[src/rtl/traffic_pkg.sv]
// Shared constants and lane-geometry helpers for the traffic controller.
package traffic_pkg;

  localparam int unsigned GRID_COLS = 20;
  localparam int unsigned NUM_LANES = 8;
  localparam int unsigned X_W       = 5;
  localparam int unsigned Y_W       = 4;
  localparam int unsigned CNT_W     = 4;
  localparam int unsigned LVL_W     = 2;

  // Grid row occupied by each lane; rows 0-3, 8, 9 and 14 stay car-free.
  function automatic logic [Y_W-1:0] lane_row(input int unsigned lane);
    case (lane)
      0:       return Y_W'(13);
      1:       return Y_W'(12);
      2:       return Y_W'(11);
      3:       return Y_W'(10);
      4:       return Y_W'(7);
      5:       return Y_W'(6);
      6:       return Y_W'(5);
      default: return Y_W'(4);
    endcase
  endfunction

  // Level-0 step period in game ticks, indexed by lane mod 4.
  function automatic logic [CNT_W-1:0] base_period(input int unsigned idx);
    case (idx % 4)
      0:       return CNT_W'(4);
      1:       return CNT_W'(6);
      2:       return CNT_W'(8);
      default: return CNT_W'(10);
    endcase
  endfunction

  // Odd lanes move right (x+1), even lanes move left (x-1).
  function automatic logic lane_moves_up(input int unsigned lane);
    return lane[0];
  endfunction

  // Starting column: car A at 3L, car B half a grid further along.
  function automatic logic [X_W-1:0] init_x(input int unsigned lane, input logic car_b);
    int unsigned v;
    v = 3 * lane + (car_b ? 10 : 0);
    return X_W'(v % GRID_COLS);
  endfunction

endpackage

[src/rtl/traffic_lane.sv]
// One traffic lane: step-period counter plus the column of its two cars.
module traffic_lane
  import traffic_pkg::*;
#(
  parameter int unsigned LANE = 0
) (
  input  logic             clk,
  input  logic             reset_cars,
  input  logic             tick,
  input  logic             enable,
  input  logic [LVL_W-1:0] level,
  output logic [X_W-1:0]   xa,
  output logic [X_W-1:0]   xb
);

  localparam logic [X_W-1:0]   XA_INIT = init_x(LANE, 1'b0);
  localparam logic [X_W-1:0]   XB_INIT = init_x(LANE, 1'b1);
  localparam logic [CNT_W-1:0] BASE    = base_period(LANE);
  localparam logic             MOVE_UP = lane_moves_up(LANE);

  logic [CNT_W-1:0] cnt_q, cnt_d;
  logic [X_W-1:0]   xa_q, xa_d;
  logic [X_W-1:0]   xb_q, xb_d;
  logic [CNT_W-1:0] period_c;
  logic [CNT_W-1:0] last_c;

  // One column step in this lane's direction with wrap at the grid edge.
  function automatic logic [X_W-1:0] step_x(input logic [X_W-1:0] x);
    if (MOVE_UP) return (x == X_W'(GRID_COLS - 1)) ? '0 : x + X_W'(1);
    else         return (x == '0) ? X_W'(GRID_COLS - 1) : x - X_W'(1);
  endfunction

  // Next counter and positions; >= keeps a mid-count period shrink safe.
  always_comb begin
    cnt_d    = cnt_q;
    xa_d     = xa_q;
    xb_d     = xb_q;
    period_c = (BASE > CNT_W'(level)) ? BASE - CNT_W'(level) : CNT_W'(1);
    last_c   = period_c - CNT_W'(1);
    if (tick && enable) begin
      if (cnt_q >= last_c) begin
        cnt_d = '0;
        xa_d  = step_x(xa_q);
        xb_d  = step_x(xb_q);
      end else begin
        cnt_d = cnt_q + CNT_W'(1);
      end
    end
  end

  // Lane state registers with synchronous reset to the starting layout.
  always_ff @(posedge clk) begin
    if (reset_cars) begin
      cnt_q <= '0;
      xa_q  <= XA_INIT;
      xb_q  <= XB_INIT;
    end else begin
      cnt_q <= cnt_d;
      xa_q  <= xa_d;
      xb_q  <= xb_d;
    end
  end

  assign xa = xa_q;
  assign xb = xb_q;

endmodule

[src/rtl/traffic_controller.sv]
// Traffic controller: game-tick prescaler, freeze/level control and 8 lanes.
module traffic_controller
  import traffic_pkg::*;
#(
  parameter int unsigned TICK_DIV     = 1250000,
  parameter int unsigned FREEZE_TICKS = 10,
  parameter int unsigned MAX_LEVEL    = 3
) (
  input  logic       clk,
  input  logic       reset_cars,
  input  logic       frog_at_top,
  input  logic       collision_detected,
  input  logic [1:0] lives,
  output logic [4:0] car1_x,  output logic [3:0] car1_y,
  output logic [4:0] car2_x,  output logic [3:0] car2_y,
  output logic [4:0] car3_x,  output logic [3:0] car3_y,
  output logic [4:0] car4_x,  output logic [3:0] car4_y,
  output logic [4:0] car5_x,  output logic [3:0] car5_y,
  output logic [4:0] car6_x,  output logic [3:0] car6_y,
  output logic [4:0] car7_x,  output logic [3:0] car7_y,
  output logic [4:0] car8_x,  output logic [3:0] car8_y,
  output logic [4:0] car9_x,  output logic [3:0] car9_y,
  output logic [4:0] car10_x, output logic [3:0] car10_y,
  output logic [4:0] car11_x, output logic [3:0] car11_y,
  output logic [4:0] car12_x, output logic [3:0] car12_y,
  output logic [4:0] car13_x, output logic [3:0] car13_y,
  output logic [4:0] car14_x, output logic [3:0] car14_y,
  output logic [4:0] car15_x, output logic [3:0] car15_y,
  output logic [4:0] car16_x, output logic [3:0] car16_y,
  output logic [1:0] level
);

  localparam int unsigned PRE_W = (TICK_DIV > 1) ? $clog2(TICK_DIV) : 1;
  localparam int unsigned FRZ_W = (FREEZE_TICKS > 0) ? $clog2(FREEZE_TICKS + 1) : 1;

  logic [PRE_W-1:0] presc_q, presc_d;
  logic [FRZ_W-1:0] freeze_q, freeze_d;
  logic [LVL_W-1:0] level_q, level_d;
  logic             frog_q, frog_d;
  logic             tick_c;
  logic             enable_c;
  logic             frog_rise_c;

  logic [X_W-1:0] lane_xa [NUM_LANES];
  logic [X_W-1:0] lane_xb [NUM_LANES];

  // Tick generation, collision freeze and level-up on frog reaching row 0.
  always_comb begin
    presc_d     = presc_q + PRE_W'(1);
    freeze_d    = freeze_q;
    level_d     = level_q;
    frog_d      = frog_at_top;
    tick_c      = (presc_q == PRE_W'(TICK_DIV - 1));
    enable_c    = (lives != 2'd0) && (freeze_q == '0);
    frog_rise_c = frog_at_top && !frog_q;
    if (tick_c) presc_d = '0;
    if (collision_detected) begin
      freeze_d = FRZ_W'(FREEZE_TICKS);
    end else if (tick_c && (freeze_q != '0)) begin
      freeze_d = freeze_q - FRZ_W'(1);
    end
    // Level is held once the game is over.
    if (frog_rise_c && (lives != 2'd0) && (level_q < LVL_W'(MAX_LEVEL))) begin
      level_d = level_q + LVL_W'(1);
    end
  end

  // Control registers with synchronous reset.
  always_ff @(posedge clk) begin
    if (reset_cars) begin
      presc_q  <= '0;
      freeze_q <= '0;
      level_q  <= '0;
      frog_q   <= 1'b0;
    end else begin
      presc_q  <= presc_d;
      freeze_q <= freeze_d;
      level_q  <= level_d;
      frog_q   <= frog_d;
    end
  end

  // Lanes see the registered level, so a level-up on a tick uses the old level.
  for (genvar l = 0; l < int'(NUM_LANES); l++) begin : g_lane
    traffic_lane #(.LANE(l)) u_lane (
      .clk        (clk),
      .reset_cars (reset_cars),
      .tick       (tick_c),
      .enable     (enable_c),
      .level      (level_q),
      .xa         (lane_xa[l]),
      .xb         (lane_xb[l])
    );
  end

  assign level = level_q;

  assign car1_x  = lane_xa[0]; assign car1_y  = lane_row(0);
  assign car2_x  = lane_xb[0]; assign car2_y  = lane_row(0);
  assign car3_x  = lane_xa[1]; assign car3_y  = lane_row(1);
  assign car4_x  = lane_xb[1]; assign car4_y  = lane_row(1);
  assign car5_x  = lane_xa[2]; assign car5_y  = lane_row(2);
  assign car6_x  = lane_xb[2]; assign car6_y  = lane_row(2);
  assign car7_x  = lane_xa[3]; assign car7_y  = lane_row(3);
  assign car8_x  = lane_xb[3]; assign car8_y  = lane_row(3);
  assign car9_x  = lane_xa[4]; assign car9_y  = lane_row(4);
  assign car10_x = lane_xb[4]; assign car10_y = lane_row(4);
  assign car11_x = lane_xa[5]; assign car11_y = lane_row(5);
  assign car12_x = lane_xb[5]; assign car12_y = lane_row(5);
  assign car13_x = lane_xa[6]; assign car13_y = lane_row(6);
  assign car14_x = lane_xb[6]; assign car14_y = lane_row(6);
  assign car15_x = lane_xa[7]; assign car15_y = lane_row(7);
  assign car16_x = lane_xb[7]; assign car16_y = lane_row(7);

endmodule
[config.mk]
export PLATFORM = sky130hd
export DESIGN_NAME = traffic_controller
export DESIGN_NICKNAME = d
export VERILOG_FILES = /design/src/rtl/traffic_pkg.sv /design/src/rtl/traffic_lane.sv /design/src/rtl/traffic_controller.sv
export SDC_FILE = /design/constraint.sdc
export NUM_CORES = 1
export LEC_CHECK = 0
export ABC_AREA = 1
export BUFFER_PORTS_ARGS = -buffer_cell sky130_fd_sc_hd__buf_2
export CAP_MARGIN = 0
export CORE_MARGIN = 2
export CORE_UTILIZATION = 23
export CTS_BUF_LIST = sky130_fd_sc_hd__clkbuf_4 sky130_fd_sc_hd__clkbuf_8
export DETAILED_ROUTE_END_ITERATION = 16
export SLEW_MARGIN = 20
export SYNTH_ARGS = -nofsm -noshare
export SYNTH_HDL_FRONTEND = slang
export SYNTH_SLANG_ARGS = --single-unit
[constraint.sdc]
create_clock -name clk -period 2.1 [get_ports clk]
set_clock_uncertainty 0.1 [all_clocks]
set_input_delay 0.42 -clock clk [delete_from_list [all_inputs] [get_ports clk]]
set_output_delay 0.42 -clock clk [all_outputs]
set_load 0.05 [all_outputs]
==> flow_summary.json <==
{
  "track_usage_pct": 11.50,
  "final_cell_count_no_fill": 1789,
  "path_clk_slew_ps": 90,
  "post-dp-hpwl_um": 16060,
  "cts_tree": "done",
  "synthTopCellsByCount": "nand2_1 (256), dfxtp_1 (140), inv_1 (132)",
  "crit_chain": "clkinvlp_4, ha_1, xnor2_1, ha_1, nand4_1, nand3_4, nand3_4, o21ai_0, nor2_1",
  "initial_utilization_pct": 23.38,
  "synthCells": 1183,
  "syn_avg_cell_area_um2": 7.030,
  "yosysWarnings": 0,
  "dieArea_um2": 37700,
  "grt_max_degree": 56,
  "rrSetupSlack_ps": 60,
  "reg2reg_to": "g_lane[3].u_lane.xa[1]$_SDFFE_PP0P_",
  "synth-seq-cells": 140,
  "grt_pass1_vias": 7092,
  "worst-setup-path-type": "reg2reg",
  "min_period_ps": 2045,
  "numPortBuffers": 87,
  "worst_slack_ps": 55.35,
  "first_pass_iters": 4,
  "synth_edf_count": 0,
  "power.leakage_nw": 4.425,
  "crit_path_top_delay_cell": "dfxtp_4",
  "yosysSeqAreaShare_pct": 33.70,
  "fin_util_pct": 28.13,
  "finalSetupViolations": 0,
  "status": "completed",
  "crit_fanout": 8,
  "drt-vias-per-instance": 4.329,
  "hold_violations": 0,
  "min-delay-start": "frog_at_top",
  "drive_above_1_share_pct": 17.86,
  "hold_path_class": "in2reg",
  "rr_worst_depth": 9,
  "maxSlewViolCount": 0,
  "critPathCaptureType": "flip-flop",
  "multi_input_area_um2": 4718,
  "fp-row-count": 69,
  "drc": 0,
  "critPathTopFamily": "simple AND/OR/NAND/NOR gates",
  "antenna_found_initial": 2,
  "regArea_um2": 2810,
  "antenna_left": 0,
  "cap_viol_max_count": 0,
  "drt_wl_total_um": 21950,
  "grt_pass1_wl_um": 35550,
  "place_congestion": 0.8648,
  "timing.rr.start": "level[0]$_SDFFE_PP0P_",
  "fmax_mhz": 489.1,
  "nets": 1372,
  "holdPathStages": 3,
  "crit_arrival_ps": 2310,
  "fill_cells": 3880,
  "async_flop_share_pct": 0,
  "areaGrowthSynthToFinish_pct": 20.32,
  "htreeDepth": 4,
  "critPathRequiredTime_ps": 2360,
  "crit_path_max_incr_delay_ps": 380,
  "die_x_um": 194.2,
  "yosys-top-cells-area": "dfxtp_1 (34%), nand2_1 (12%), ha_1 (7.8%)",
  "dp_slack_ps": 16.82,
  "synthFlopType": "dfxtp_1",
  "coreArea_um2": 35570,
  "rsz0062_at_grt": "yes",
  "drt-initial-drc-count": 430,
  "cts.sinks": 140,
  "path_buf_inv": 1,
  "hold_buffers": 0,
  "route.vias.total": 7744,
  "io_pins": 152,
  "cp-start-kind": "flip-flop",
  "root_buffer": "clkbuf_8",
  "synth_most_common_cell": "nand2_1",
  "power_density_nw_per_um2": 561.2,
  "fin_crit_sh_pct": 97.36,
  "grt.overflow.total": 0,
  "synth_area_um2": 8317,
  "wl_per_cell_um": 12.27,
  "ys_types": 37,
  "clk_latency_ps": 460,
  "synth_area_leader_cell": "dfxtp_1",
  "chipHeight_um": 194.2,
  "clockBufferDepth": 2,
  "ir_worst_vdd_mv": 0.2694,
  "hold_end": "frog_q$_SDFF_PP0_",
  "dp_cells": 1745,
  "yosys.area.top_type_share_pct": 33.70,
  "numCtsBuffers": 17,
  "hold_slack_ps": 102.5
}
[worst max-delay path by stage]
stage,from,endpoint,cells past startpoint
final,level[0]$_SDFFE_PP0P_,g_lane[3].u_lane.xa[1]$_SDFFE_PP0P_,9
after global routing,level[0]$_SDFFE_PP0P_,g_lane[3].u_lane.xa[0]$_SDFFE_PP1P_,10
after global placement,presc_q[1]$_SDFF_PP0_,g_lane[7].u_lane.xa[4]$_SDFFE_PP0P_,9
after detailed placement,level[1]$_SDFFE_PP0P_,g_lane[7].u_lane.xa[1]$_SDFFE_PP0P_,10
after CTS,presc_q[0]$_SDFF_PP0_,g_lane[7].u_lane.xa[3]$_SDFFE_PP0P_,9
after floorplan,level[0]$_SDFFE_PP0P_,g_lane[3].u_lane.xa[1]$_SDFFE_PP0P_,10
[area by class of cell]
cell class,count,share of cell area [%]
diodes,1,0.02501
clock buffers,20,2.626
clock inverters,12,1.625
inverters,138,5.326
multi-input cells,876,47.15
flip-flops and latches,140,28.08
well taps,461,5.764
repair buffers,141,9.402
[placed cells by master, fill, tap and decap left out, types with 7 or more instances in the layout]
cell	netlist	routed
nand4_1	23	23
xnor2_1	8	8
a21oi_1	80	77
nand3_1	129	124
dfxtp_1	140	138
nand2_2	1	8
nor2_2	8	10
clkbuf_8	0	18
buf_2	3	87
conb_1	2	64
nand3b_1	10	10
nor3_1	27	26
inv_1	132	127
clkinvlp_4	0	7
buf_4	64	45
ha_1	52	51
xor2_1	32	32
or2_2	9	9
nand3_2	5	7
nor2_1	117	112
nand2_1	256	249
nand3_4	3	7
o21ai_0	27	25
[state kept, by name, indices dropped and copies added, names as in the netlist]
register / cells
freeze_q: 4
frog_q: 1
presc_q: 21
g_lane.u_lane.cnt_q: 32
g_lane.u_lane.xb: 40
g_lane.u_lane.xa: 40
level: 2
[timing repair]
action,in CTS,in global routing
endpoints found under the setup margin,1,93
gates cloned,0,2
resized for setup,0,37
pin swaps,0,9
setup buffers,0,9
[power breakdown]
part | switching [mW] | internal [mW] | leakage, nW
clock | 1.14 | 1.24 | 0.199
combinational | 0.453 | 0.102 | 3.09
sequential | 0.0148 | 2.66 | 1.13
[tightest hold or removal path, delay by kind of cell]
kind                   cells  cell delay [ps]
and+or+nand+nor            1               30
buffers and inverters      2              170
[per-layer routing]
layer | wire length, µm | part of all wire (%) | global-route usage (%)
met5 | 11 | 0.050 | 0
met2 | 10170 | 46 | 18.98
met3 | 892 | 4.1 | 1.966
met1 | 10560 | 48 | 15.21
met4 | 311 | 1.4 | 3.704
[cell families (layout without fill, tap and decap cells)]
| family | count (synthesis) | after routing | share of synthesized area [%] |
|---|---|---|---|
| fa+ha+maj | 52 | 52 | 7.823 |
| xor+xnor | 40 | 40 | 4.212 |
| flops | 140 | 140 | 33.70 |
| buf+inv | 230 | 311 | 14.13 |
| other cells | 2 | 65 | 0.09030 |
| compound gates | 124 | 124 | 7.959 |
| simple gates | 595 | 596 | 32.09 |
[per-stage QoR]
step                      power (mW)  instance area (µm²)  setup TNS (ps)
after floorplan                3.257                 8574          -627.1
after global placement         3.264                 9328               0
after detailed placement       3.270                 9328               0
after CTS                      5.671                 9753         -0.3422
after global routing           5.851                10010           -1006
final                          5.616                10010               0
Power figures use the tool's default switching activity.
